$ cat config.mk
export PLATFORM = sky130hd
export DESIGN_NAME = exe_stage
export DESIGN_NICKNAME = d
export VERILOG_FILES = /design/src/rtl/exe_stage.sv
export SDC_FILE = /design/constraint.sdc
export NUM_CORES = 1
export LEC_CHECK = 0
export ABC_CLOCK_PERIOD_IN_PS = 5200
export BUFFER_PORTS_ARGS = -buffer_cell sky130_fd_sc_hd__buf_4
export CAP_MARGIN = 40
export CORE_ASPECT_RATIO = 1.75
export CORE_MARGIN = 2
export CORE_UTILIZATION = 30
export DETAILED_ROUTE_END_ITERATION = 8
export MAX_ROUTING_LAYER = met4
export PLACE_DENSITY = 0.5
export SYNTH_ARGS = -nofsm -noshare
export SYNTH_HDL_FRONTEND = slang
export SYNTH_SLANG_ARGS = --single-unit
$ cat constraint.sdc
create_clock -name clk -period 5.2 [get_ports clk]
set_clock_uncertainty 0.1 [all_clocks]
set_input_delay 1.04 -clock clk [delete_from_list [all_inputs] [get_ports clk]]
set_output_delay 1.04 -clock clk [all_outputs]
set_load 0.01 [all_outputs]
$ cat src/rtl/exe_stage.sv
// Execute stage: ALU, branch/jump resolution and the EX/MEM register.
// Also counts how many PC redirects have been taken.
module exe_stage (
    input  logic         clk,
    input  logic         clr,
    input  logic [131:0] id_ex,
    input  logic         stall,
    input  logic         flush,
    output logic [71:0]  out,
    output logic         redirect,
    output logic [31:0]  target,
    output logic         flush_up,
    output logic [15:0]  taken_cnt
);

    logic        reg_write;
    logic        mem_to_reg;
    logic        mem_write;
    logic        branch_eq;
    logic        jump;
    logic        alu_src;
    logic        reg_dst;
    logic [2:0]  aluc;
    logic [4:0]  rt;
    logic [4:0]  rd;
    logic [15:0] imm;
    logic [31:0] qa;
    logic [31:0] qb;
    logic [31:0] pc4;

    assign reg_write  = id_ex[0];
    assign mem_to_reg = id_ex[1];
    assign mem_write  = id_ex[2];
    assign branch_eq  = id_ex[3];
    assign jump       = id_ex[4];
    assign alu_src    = id_ex[5];
    assign reg_dst    = id_ex[6];
    assign aluc       = id_ex[9:7];
    assign rt         = id_ex[14:10];
    assign rd         = id_ex[19:15];
    assign imm        = id_ex[35:20];
    assign qa         = id_ex[67:36];
    assign qb         = id_ex[99:68];
    assign pc4        = id_ex[131:100];

    logic [31:0] sext;
    logic [31:0] opb;
    logic [31:0] alu_res;
    logic [4:0]  wreg;
    logic        zero;
    logic        take;

    assign sext = {{16{imm[15]}}, imm};
    assign opb  = alu_src ? sext : qb;
    assign wreg = reg_dst ? rd : rt;

    // Branch compare always uses the register operands, never the immediate.
    assign zero = (qa == qb);
    assign take = jump | (branch_eq & zero);

    assign redirect = take & ~stall & ~clr;
    assign flush_up = redirect;
    assign target   = jump ? {pc4[31:18], imm, 2'b00}
                           : pc4 + {sext[29:0], 2'b00};

    // ALU result selected by the 3-bit operation code.
    always_comb begin
        alu_res = 32'h0;
        unique case (aluc)
            3'b000: alu_res = qa + opb;
            3'b001: alu_res = qa - opb;
            3'b010: alu_res = qa & opb;
            3'b011: alu_res = qa | opb;
            3'b100: alu_res = qa ^ opb;
            3'b101: alu_res = {31'h0, $signed(qa) < $signed(opb)};
            3'b110: alu_res = {imm, 16'h0};
            3'b111: alu_res = ~(qa | opb);
        endcase
    end

    // EX/MEM register: reset, then hold on stall, then bubble the control bits on flush.
    always_ff @(posedge clk) begin
        if (clr) begin
            out <= 72'h0;
        end else if (!stall) begin
            out[71:3] <= {qb, alu_res, wreg};
            if (flush) begin
                out[2:0] <= 3'b000;
            end else begin
                out[2:0] <= {mem_write, mem_to_reg, reg_write};
            end
        end
    end

    // Saturating count of redirects actually issued.
    always_ff @(posedge clk) begin
        if (clr) begin
            taken_cnt <= 16'h0;
        end else if (redirect && taken_cnt != 16'hFFFF) begin
            taken_cnt <= taken_cnt + 16'h1;
        end
    end

endmodule

## After elaboration in Yosys (flattened, before gate mapping)

Index checks and enable logic that the tools add are counted.

| cells by class | value |
|---|---|
| divide/modulo/power cells | 0 |
| equality and inequality tests | 9 |
| mux-type cells | 5 |
| shifts and indexed selects | 0 |
| reduce and logical (&&, ||, !) cells | 2 |
| order comparisons | 1 |
| multiply operators | 0 |
| bitwise gates (word level) | 10 |
| $add $sub $neg | 4 |

Operators with widths:

| cell | number |
|---|---|
| 32-bit one-hot mux with 8 select lines | 1 |
| 32-bit adder | 2 |
| 32-bit two-way mux | 2 |
| 32-bit AND | 1 |
| 32-bit equality test | 1 |
| 32-bit less-than comparator | 1 |
| 32-bit NOT | 1 |
| 32-bit OR | 1 |
| 32-bit subtractor | 1 |
| 32-bit bitwise XOR | 1 |
| 16-bit by 1-bit adder with 16-bit output (second input constant) | 1 |
| 16-bit != test (second input constant) | 1 |
| 3-bit equality test (second input constant) | 4 |
| 3-bit by 2-bit equality test with 1-bit output (second input constant) | 2 |
| 5-bit two-way mux | 1 |
| 1-bit AND | 3 |
| 3-bit by 1-bit equality test with 1-bit output (second input constant) | 1 |
| 3-bit zero test | 1 |
| 3-bit two-way mux | 1 |
| 1-bit NOT | 2 |
| 1-bit logical AND | 1 |
| 1-bit OR | 1 |

| storage, ports and cells | value |
|---|---|
| output and inout bits | 122 |
| word-level logic and storage cells | 33 |
| latch bits | 0 |
| bits in registers | 88 |
| ROM bits | 0 |
| memories | 0 |
| RAM bits | 0 |
| input bits | 136 |

## Longest topological paths before layout

Gate-level depths: netlist of run 1.

| depth | value |
|---|---|
| depth after elaboration | 6 |
| mapped depth | 18 |
| depth with buffers taken out | 15 |

## Worst setup path after synthesis of run 1

Ideal clock, no wire load.

| timing path | value |
|---|---|
| kind | input to register |
| from | input port id_ex[5] |
| to | register out[32] |
| arrival time | 4,517 ps |
| required time | 4,968 ps |
| stages | 17 |
| path slack | 451 ps |
| library setup time | 132 ps |
| cell sequence | clkbuf_1 > clkbuf_1 > mux2i_1 > inv_1 > ha_1 > inv_1 > fa_1 > nor2b_1 > o31a_1 > o41a_1 > o31ai_4 > a2111oi_4 > o31ai_4 > o21ai_1 > xnor2_1 > a221oi_1 > nor3_1 |

| between the ends | value |
|---|---|
| word-level cells in the longest chain between the ends | 4 |
| elaborated cells on any way between the ends | 8 |

RTL lines:

| what | line | RTL |
|---|---|---|
| from (decl) | 6 | `input logic [131:0] id_ex,` |
| 32-bit two-way mux * | 54 | `assign opb = alu_src ? sext : qb;` |
| branches (longest 2 deep; another with 32-bit subtractor) | - |  |
| 32-bit one-hot mux with 8 select lines * | 69 | `unique case (aluc)` |
| to (signal assigned) | 86 | `out[71:3] <= {qb, alu_res, wreg};` |
| to (decl) | 9 | `output logic [71:0] out,` |

Every way passes the cells marked *.
A chain may end at the register's enable or synchronous reset.

## Final worst setup path of run 1

| timing path | value |
|---|---|
| from | input port id_ex[21] |
| to | output port target[31] |

| between the ends | value |
|---|---|
| word-level cells in the longest chain between the ends | 2 |

RTL lines:

| what | line | RTL |
|---|---|---|
| 32-bit adder | 64 | `: pc4 + {sext[29:0], 2'b00};` |
| 32-bit two-way mux | 63 | `assign target = jump ? {pc4[31:18], imm, 2'b00}` |
| to (decl) | 11 | `output logic [31:0] target,` |

Every way passes these cells.

==> results.ini, run 1 <==
[yosys]
synthFlopType=dfxtp_1
synth_top_cell_by_area=dfxtp_1
synth_mux_area_share_pct=5.40
synth_compound_gate_area_share_pct=31.0
synth.area.top_cells=dfxtp_1 16%, ha_1 15%, a21oi_1 7.3%, nor2_1 6.0%, mux2i_1 5.0%
syn_inst=1531
synth_top_family_by_area=compound AO/OA/AOI/OAI gates
ys_seq_elements=88
ys_warn_count=0
synth_nets=1803
async_flop_share_pct=0
synth.top_cell.area_share_pct=15.7
synth_area_um2=11200
synth_cell_types=92
synth-simple-area-share_pct=17.4
synth-edff-count=0
synthXorXnorAreaFrac_pct=7.73
syn_avg_cell_area_um2=7.33
synthAdderAreaFrac_pct=15.4
seq_area_frac_synth_pct=15.7

[timing]
fin_ws_ps=252
whs_ps=362
setup_violations=0
hold_viol_final=0
finalCritPeriodShare_pct=95.2
tightestPinTransition_ps=880
fmax_mhz=202
period_minus_slack_ps=4950
report.final.slew_viol_count=0
slew_headroom_pct=41.1
rsz0062_at_grt=no
tns_ps=0

[cts]
clkSlewWorstSetupHoldPaths_ps=60
cts_max_path_buffers=2
tritoncts=yes
cts_buffers=9
cts.root.buffer_cell=clkbuf_16
htree_levels=3
post_cts_buffers=0
clkLatencyLatePin_ps=370
cts.sinks=88

[power_and_ir_drop]
p_leak_nw=6.58
pwr-share-clk_pct=22.4
p_per_area_nw_per_um2=207
p_sw_mw=1.24
comb_power_share_pct=52.5
p_int_mw=1.70
ir_drop_mv=0.140
sequentialPowerShare_pct=25.1
swShare_pct=42.2
finalPower_mw=2.94

[run]
maxCapViolations=0

[floorplanning]
fp.dieArea_um2=39000
rows=93
start_util_pct=30.4
ios=258
die_h_um=260
core_um2=36900
die_w_um=150

[worst_setup_path]
worst_setup_path_start_kind=input pin
arrival_ps=3810
path_max_fanout=5
crit_type=in2out
required_ps=4060
r2r_slack_ps=2950
end_kind=output pin

[placement]
dpl-instance-area_um2=13900
pre_cts_slack_ps=122
placed_cells=2240
place_hpwl_um=39600
port_buffers=257
place_congestion=0.965

[global_route]
overflow=0
antenna_found_initial=3
grt_pass1_vias=12400
grt_pass1_wl_um=74200
grt_util_all_layers_pct=25.9
grt_max_degree=66

[detailed_routing]
routed_via_density=5.41
postRouteAntennaNets=0
dr_total_vias=12200
routed_wl_um=49600
dr.pass1.iters=5
drcViolationCount=0
avgRoutedWirePerCell_um=22.0
first_iter_violations=811

[min_path]
holdCritPathClass=reg2reg

[layout]
area_growth_pct=26.6
drive_above_1_share_pct=21.1
stdcell_count=2259
stdcell_area_um2=14200
nNetsFinal=2048
postLayoutCoreUtil_pct=38.5

[run_status]
status=complete, no violations

flip-flops by register name, summed over array words and instances, names as in the netlist:
| signal | cells |
|---|---|
| out | 72 |
| taken_cnt | 16 |
Yosys cell counts (22+ instances only):
cell        n
a211oi_1   25
a21o_1     23
a21oi_1   164
clkbuf_1   70
dfxtp_1    88
ha_1      133
inv_1     129
mux2i_1    56
nand2_1    87
nand2b_1   22
nor2_1    178
nor3_1     25
o21ai_0    93
xnor2_1    59
xor2_1     40
metal layers:
layer  up-vias  wire (um)  global-route usage (%)
li1       5958          -                       -
met5         -          0                       -
met4         0       2190                    11.9
met2       421      25900                    46.6
met1      5758      19000                    27.6
met3        87       2570                    3.58
path summary, 6_finish.rpt:
path                              startpoint             to  depth (start not counted)
worst max-delay path               id_ex[21]     target[31]                         14
worst min-delay path                 out[18]        out[18]                          2
worst max register to register  taken_cnt[7]  taken_cnt[13]                          9
worst min register to register       out[18]        out[18]                          2
kinds of logic after synthesis:
group,Yosys count
DFF,88
adders and majority gates,136
AOI/OAI and AO/OA,516
buffers and inverters,220
muxes,59
xor gates and xnor gates,99
and+or+nand+nor,413
power by group through the flow:
stage | sequential [mW] | combinational [mW] | clock (mW)
after floorplan | 0.768 | 0.901 | 0
after global placement | 0.751 | 1.52 | 0
after detailed placement | 0.752 | 1.52 | 0
after CTS | 0.737 | 1.53 | 0.695
after global routing | 0.741 | 1.67 | 0.707
final | 0.736 | 1.54 | 0.659
final cells by class:
type                       count  area, um2
clock buffer                  12        246
clock inverter                 4       30.0
antenna                        3       7.51
multi-input combinational   1223       8640
fill                        3970      22700
sequential                    88       1760
inverter                     132        495
tap                          475        594
timing repair buffer         322       2420
worst max-delay path, stage by stage:
cell	delay [ps]
buf_4	140
ha_1	330
a211oi_2	290
o21ai_1	190
nand4_1	190
a21oi_1	100
o2111a_1	270
o41ai_2	310
buf_4	200
a211oi_1	90
nor2_1	190
a2bb2oi_2	180
xnor2_1	140
buf_4	150
layout by cell type, fill, tap and decap left out, types with 16 or more instances in the layout:
master,synthesis,final
buf_4,1,322
nand2b_1,22,22
a211oi_1,25,24
nand4_1,16,16
o21ai_0,93,93
a21oi_1,164,163
inv_1,129,129
a221oi_1,17,17
dfxtp_1,88,88
nand3_1,17,17
nand2_1,87,87
o21bai_1,17,17
xor2_1,40,40
ha_1,133,133
xnor2_1,59,59
mux2i_1,56,56
nor3_1,25,24
a21o_1,23,23
nor2_1,178,176
o21ai_1,17,17
what timing repair did:
action                     in CTS  in global routing
hold endpoints to repair        0                  0
resized for setup               0                  3
hold buffers                    0                  0
setup endpoints to repair       0                  2
Power figures use the tool's default switching activity.
==> run 2, diff against run 1 <==
- ABC_CLOCK_PERIOD_IN_PS: 5200 -> 5800
- clock period: 5.2 -> 5.8 ns (I/O delays scaled with it)
==> run 2 against run 1 <==
First-iteration DRC count increased by 13%. Worst hold slack improved by 15 ps. Register-to-register slack better by 610 ps. Global-route usage is 0.075 points higher. Core utilization down 0.50 points. Clock power fell by 9.9%.
==> results.ini, run 2 (synthesis gave the netlist of run 1 again) <==
[detailed_routing]
first_iter_violations=917  ; +13%
drcViolationCount=0  ; unchanged
routed-wl-met3_um=2690  ; +4.8%
dr.pass1.iters=6  ; +1
wl_met2_um=25900  ; -0.16%
avgRoutedWirePerCell_um=22.5  ; +2.3%
routed_wl_um=50300  ; +1.2%
dr.max_layer_used=met4
postRouteAntennaNets=0  ; unchanged
dr_total_vias=12200  ; -0.12%
routed_via_density=5.46  ; +0.95%
met1Wirelength_um=18900  ; -0.58%

[layout]
nNetsFinal=2027  ; -1.0%
regMostFlops=out
final_cell_mix=301 x buf_4, 175 x nor2_1, 164 x a21oi_1
largest_register_ffs=72  ; unchanged
n_fill_cell=3988  ; +0.45%
top_regs=out: 72 flops, taken_cnt: 16 flops
drive_above_1_share_pct=20.1  ; -0.99 points
final_common_cell=buf_4
area_growth_pct=24.9

[floorplanning]
die_w_um=150  ; unchanged
rows=93  ; unchanged
start_util_pct=30.4  ; unchanged
core_um2=36900  ; unchanged
ios=258  ; unchanged
fp.dieArea_um2=39000  ; unchanged
die_h_um=260  ; unchanged

[cts]
clkLatencyLatePin_ps=370  ; about the same
cts_buffers=9  ; unchanged
htree_levels=3  ; unchanged
cts_max_path_buffers=2  ; unchanged
tritoncts=yes
cts.sinks=88  ; unchanged
clkSlewWorstSetupHoldPaths_ps=60  ; about the same
cts_resized=0  ; unchanged
cts.root.buffer_cell=clkbuf_16
ctsHoldBuffers=0  ; unchanged
post_cts_buffers=0  ; unchanged

[timing]
tightestPinTransition_ps=941  ; +61.8 ps
report.final.slew_viol_count=0  ; unchanged
fin_ws_ps=438  ; +186 ps
finalCritPeriodShare_pct=92.4
period_minus_slack_ps=5360
slew_headroom_pct=36.7  ; -4.5 points
fmax_mhz=186
hold_viol_final=0  ; unchanged
tns_ps=0  ; unchanged
setup_violations=0  ; unchanged
rsz0062_at_grt=no

[placement]
pre_cts_slack_ps=418  ; +296 ps
place_hpwl_um=40400  ; +2.0%
place_congestion=0.948  ; -1.8%
port_buffers=257  ; unchanged

[worst_setup_path]
arrival_ps=4100  ; +290 ps
end_kind=output pin
worst_setup_path_start_kind=input pin
path_buf_inv=2  ; -1
required_ps=4540  ; +480 ps
slowest_stage=o41ai_2
slowest_delay_ps=500  ; +170 ps
path_max_fanout=5  ; unchanged
crit_type=in2out
path_cells=buf_4 -> ha_1 -> a211oi_1 -> o21ai_1 -> nand4_1 -> a21oi_1 -> o2111a_1 -> o41ai_2 -> a211oi_1 -> nor2_1 -> a2bb2oi_1 -> xnor2_1 -> buf_4
critPathTopFamily=compound AO/OA/AOI/OAI gates

[run]
maxCapViolations=0  ; unchanged

[power_and_ir_drop]
swShare_pct=43.1  ; +0.84 points
p_leak_nw=6.47  ; -1.6%
comb_power_share_pct=52.1  ; -0.4 points
ir_drop_mv=0.117  ; -17%
sequentialPowerShare_pct=25.2  ; about the same
p_per_area_nw_per_um2=187  ; -9.7%
pwr-share-clk_pct=22.7  ; +0.3 points
p_int_mw=1.49  ; -12%
p_sw_mw=1.13  ; -9.1%

[global_route]
antenna_found_initial=1  ; -2
grt_util_all_layers_pct=25.9  ; +0.075 points
grt_pass1_vias=11900  ; -4.0%
grt_max_degree=66  ; unchanged
grt_pass1_wl_um=73500  ; -0.91%
overflow=0  ; unchanged

[run_status]
status=complete, no violations

[min_path]
holdCritPathClass=reg2reg

-- run 2: changes by cell type in the layout (fill, tap and decap cells not counted), moves of 2 or more --
cell | previous run | this run
clkbuf_1 | 2 | 0
buf_4 | 322 | 301
diode_2 | 3 | 1
inv_6 | 0 | 2
-- run 2: cell type report --
class | instances | area, um2 | area share [%]
Antenna cell | 1 | 2.50 | 0.0179
Clock buffer | 9 | 225 | 1.61
Clock inverter | 6 | 43.8 | 0.313
Inverter | 132 | 495 | 3.54
Multi-Input combinational cell | 1223 | 8630 | 61.6
Sequential cell | 88 | 1760 | 12.6
Tap cell | 475 | 594 | 4.24
Timing Repair Buffer | 301 | 2260 | 16.1
-- run 2: path summary, 6_finish.rpt --
check / from / endpoint / slack (ps) / depth (start not counted)
worst max-delay path: id_ex[21] / target[31] / 440 / 13
worst min-delay path: out[19] / out[19] / 380 / 2
worst max register to register: taken_cnt[7] / taken_cnt[13] / 3560 / 9
worst min register to register: out[19] / out[19] / 380 / 2
-- run 2: worst register-to-register path: stages, from the launching register on --
cell and delay [ps]:
dfxtp_1 400, and3_1 210, and3_1 240, and4_1 260
nand4_1 90, and2_1 220, and3b_1 260, nand4_1 130
xor2_1 150, nor2_1 50
-- run 2: per-layer routing --
| layer | GRT usage (%) | up-vias |
|---|---|---|
| li1 | - | 5895 |
| met1 | 27.7 | 5768 |
| met2 | 46.2 | 444 |
| met3 | 3.39 | 102 |
| met4 | 13.4 | 0 |
| met5 | - | - |
-- run 2: power groups by stage --
stage	Sequential (mW)	Combinational, mW	Clock (mW)
after global routing	0.665	1.48	0.630
after detailed placement	0.675	1.35	0
after floorplan	0.688	0.808	0
after CTS	0.661	1.36	0.619
final	0.660	1.36	0.594
after global placement	0.673	1.35	0
-- run 2: through the flow --
step | hold WS [ps] | total power, mW | util, % | cell area [um2] | std cells
after floorplan | 386 | 1.50 | - | 11200 | 1531
after global placement | 352 | 2.02 | 37.2 | 13700 | 2218
after detailed placement | 362 | 2.03 | 37.3 | 13700 | 2219
after CTS | 374 | 2.64 | 38.0 | 14000 | 2234
after global routing | 390 | 2.77 | 38.0 | 14000 | 2235
final | 376 | 2.62 | 38.0 | 14000 | 2235
==> run 3, diff against run 2 <==
--- a/config.mk
+++ b/config.mk
@@ -18,2 +18,3 @@
 export SYNTH_HDL_FRONTEND = slang
 export SYNTH_SLANG_ARGS = --single-unit
+export TNS_END_PERCENT = 1
==> constraint.sdc (replaced) <==
create_clock -name clk -period 5.8 [get_ports clk]
set_clock_uncertainty 0.1 [all_clocks]
set_input_delay 0.87 -clock clk [delete_from_list [all_inputs] [get_ports clk]]
set_output_delay 0.87 -clock clk [all_outputs]
set_load 0.01 [all_outputs]
==> run 3 against run 2 <==
Sequential cell count stayed put. Total power rose by 0.42%. Critical path type unchanged. Highest routed layer unchanged. Core utilization down 0.48 points.
==> results.ini, run 3 (synthesis gave the netlist of run 1 again) <==
[power_and_ir_drop]
p_int_mw=1.51  ; +1.5%
p_sw_mw=1.12  ; -1.0%
finalPower_mw=2.63  ; +0.42%
swShare_pct=42.5  ; -0.62 points
p_per_area_nw_per_um2=190  ; +1.7%
sequentialPowerShare_pct=25.2  ; about the same
pwr-share-clk_pct=24.2  ; +1.5 points
ir_drop_mv=0.149  ; +28%
comb_power_share_pct=50.7  ; -1.4 points
p_leak_nw=6.34  ; -2.0%

[cts]
clkSlewWorstSetupHoldPaths_ps=60  ; about the same
clkLatencyLatePin_ps=380  ; about the same
post_cts_buffers=0  ; unchanged
cts_max_path_buffers=2  ; unchanged
ctsHoldBuffers=0  ; unchanged
cts.sinks=88  ; unchanged
cts_resized=0  ; unchanged
tritoncts=yes
htree_levels=3  ; unchanged
cts.root.buffer_cell=clkbuf_16
cts_buffers=9  ; unchanged

[layout]
area_growth_pct=23.4
regMostFlops=out
final_cell_mix=274 x buf_4, 176 x nor2_1, 164 x a21oi_1
top_regs=out: 72 flops, taken_cnt: 16 flops
largest_register_ffs=72  ; unchanged
drive_above_1_share_pct=18.8  ; -1.3 points
postLayoutCoreUtil_pct=37.5  ; -0.48 points
final_common_cell=buf_4
nNetsFinal=2000  ; -1.3%

[run]
maxCapViolations=0  ; unchanged

[global_route]
grt_pass1_vias=12100  ; +1.4%
antenna_found_initial=1  ; unchanged
grt_util_all_layers_pct=25.9  ; -0.043 points
grt_pass1_wl_um=74000  ; +0.77%
grt_max_degree=73  ; +11%
overflow=0  ; unchanged

[timing]
finalCritPeriodShare_pct=82.6  ; -9.9 points
period_minus_slack_ps=4790  ; -573 ps
tightestPinTransition_ps=909  ; -32.0 ps
slew_headroom_pct=39.4  ; +2.7 points
fmax_mhz=209  ; +12%
tns_ps=0  ; unchanged
report.final.slew_viol_count=0  ; unchanged
rsz0062_at_grt=no
hold_viol_final=0  ; unchanged
setup_violations=0  ; unchanged

[placement]
port_buffers=257  ; unchanged
place_hpwl_um=39100  ; -3.2%
place_congestion=0.976  ; +2.9%

[worst_setup_path]
path_max_fanout=5  ; unchanged
arrival_ps=3820  ; -280 ps
worst_setup_path_start_kind=input pin
r2r_slack_ps=3370  ; -190 ps
required_ps=4830  ; +290 ps
end_kind=output pin
crit_type=in2out

[min_path]
holdCritPathClass=reg2reg

[detailed_routing]
dr.pass1.iters=6  ; unchanged
first_iter_violations=797  ; -13%
routed_wl_um=49500  ; -1.5%
dr_total_vias=12200  ; -0.38%
drcViolationCount=0  ; unchanged
avgRoutedWirePerCell_um=22.4  ; -0.33%
postRouteAntennaNets=0  ; unchanged
routed_via_density=5.51  ; +0.79%

[floorplanning]
fp.dieArea_um2=39000  ; unchanged
start_util_pct=30.4  ; unchanged
die_w_um=150  ; unchanged
rows=93  ; unchanged
core_um2=36900  ; unchanged
die_h_um=260  ; unchanged
ios=258  ; unchanged

[run_status]
status=complete, no violations

==> run 3: cell types whose count changed in the layout (fill, tap and decap cells not counted) <==
cell,change
clkbuf_1,+1
nor2_2,-1
buf_4,-27
bufinv_16,+1
inv_6,-1
clkinvlp_4,+3
clkinv_2,-2
clkinv_4,-1
nor2_1,+1
==> run 3: path summary, 6_finish.rpt <==
path	startpoint	to	depth (start not counted)
worst max register to register	taken_cnt[6]	taken_cnt[15]	10
worst max-delay path	id_ex[21]	target[31]	14
worst min register to register	out[18]	out[18]	2
worst min-delay path	out[18]	out[18]	2
==> run 3: metrics by stage <==
step	cell area (um2)	hold slack [ps]	setup slack [ps]	instances
4_1_cts	13800	367	994	2208
3_5_place_dp	13500	356	848	2192
2_1_floorplan	11200	386	1220	1531
3_3_place_gp	13500	357	828	2192
5_1_grt	13800	385	892	2209
6_report	13800	363	1010	2209
==> run 3: area by class of cell <==
class                           count  area [um2]
Sequential cell                    88        1760
Clock buffer                       10         229
Inverter                          132         495
Antenna cell                        1        2.50
Multi-Input combinational cell   1223        8630
Tap cell                          475         594
Timing Repair Buffer              274        2060
Fill cell                        3942       23100
Clock inverter                      6        68.8
==> run 3: power by group through the flow <==
stage	registers, mW	clock network, mW	logic (mW)
floorplan	0.688	0	0.808
global placement	0.674	0	1.32
detailed placement	0.675	0	1.32
CTS	0.661	0.657	1.32
global route	0.666	0.675	1.45
finish	0.661	0.635	1.33
==> run 3: layer usage <==
layer	global-route usage [%]	wire length, um	vias up
li1	-	-	5857
met1	27.8	19000	5752
met2	45.8	25300	443
met3	4.12	2730	110
met4	12.4	2530	0
met5	-	0	-
==> run 3: worst max-delay path, stage by stage <==
cell and delay, ps:
buf_4 140, ha_1 310, a211oi_1 390, o21ai_1 210
nand4_1 220, a21oi_1 110, o2111a_1 290, o41ai_2 310
buf_4 200, a211oi_1 80, nor2_1 160, a2bb2oi_1 240
xnor2_1 150, buf_4 140
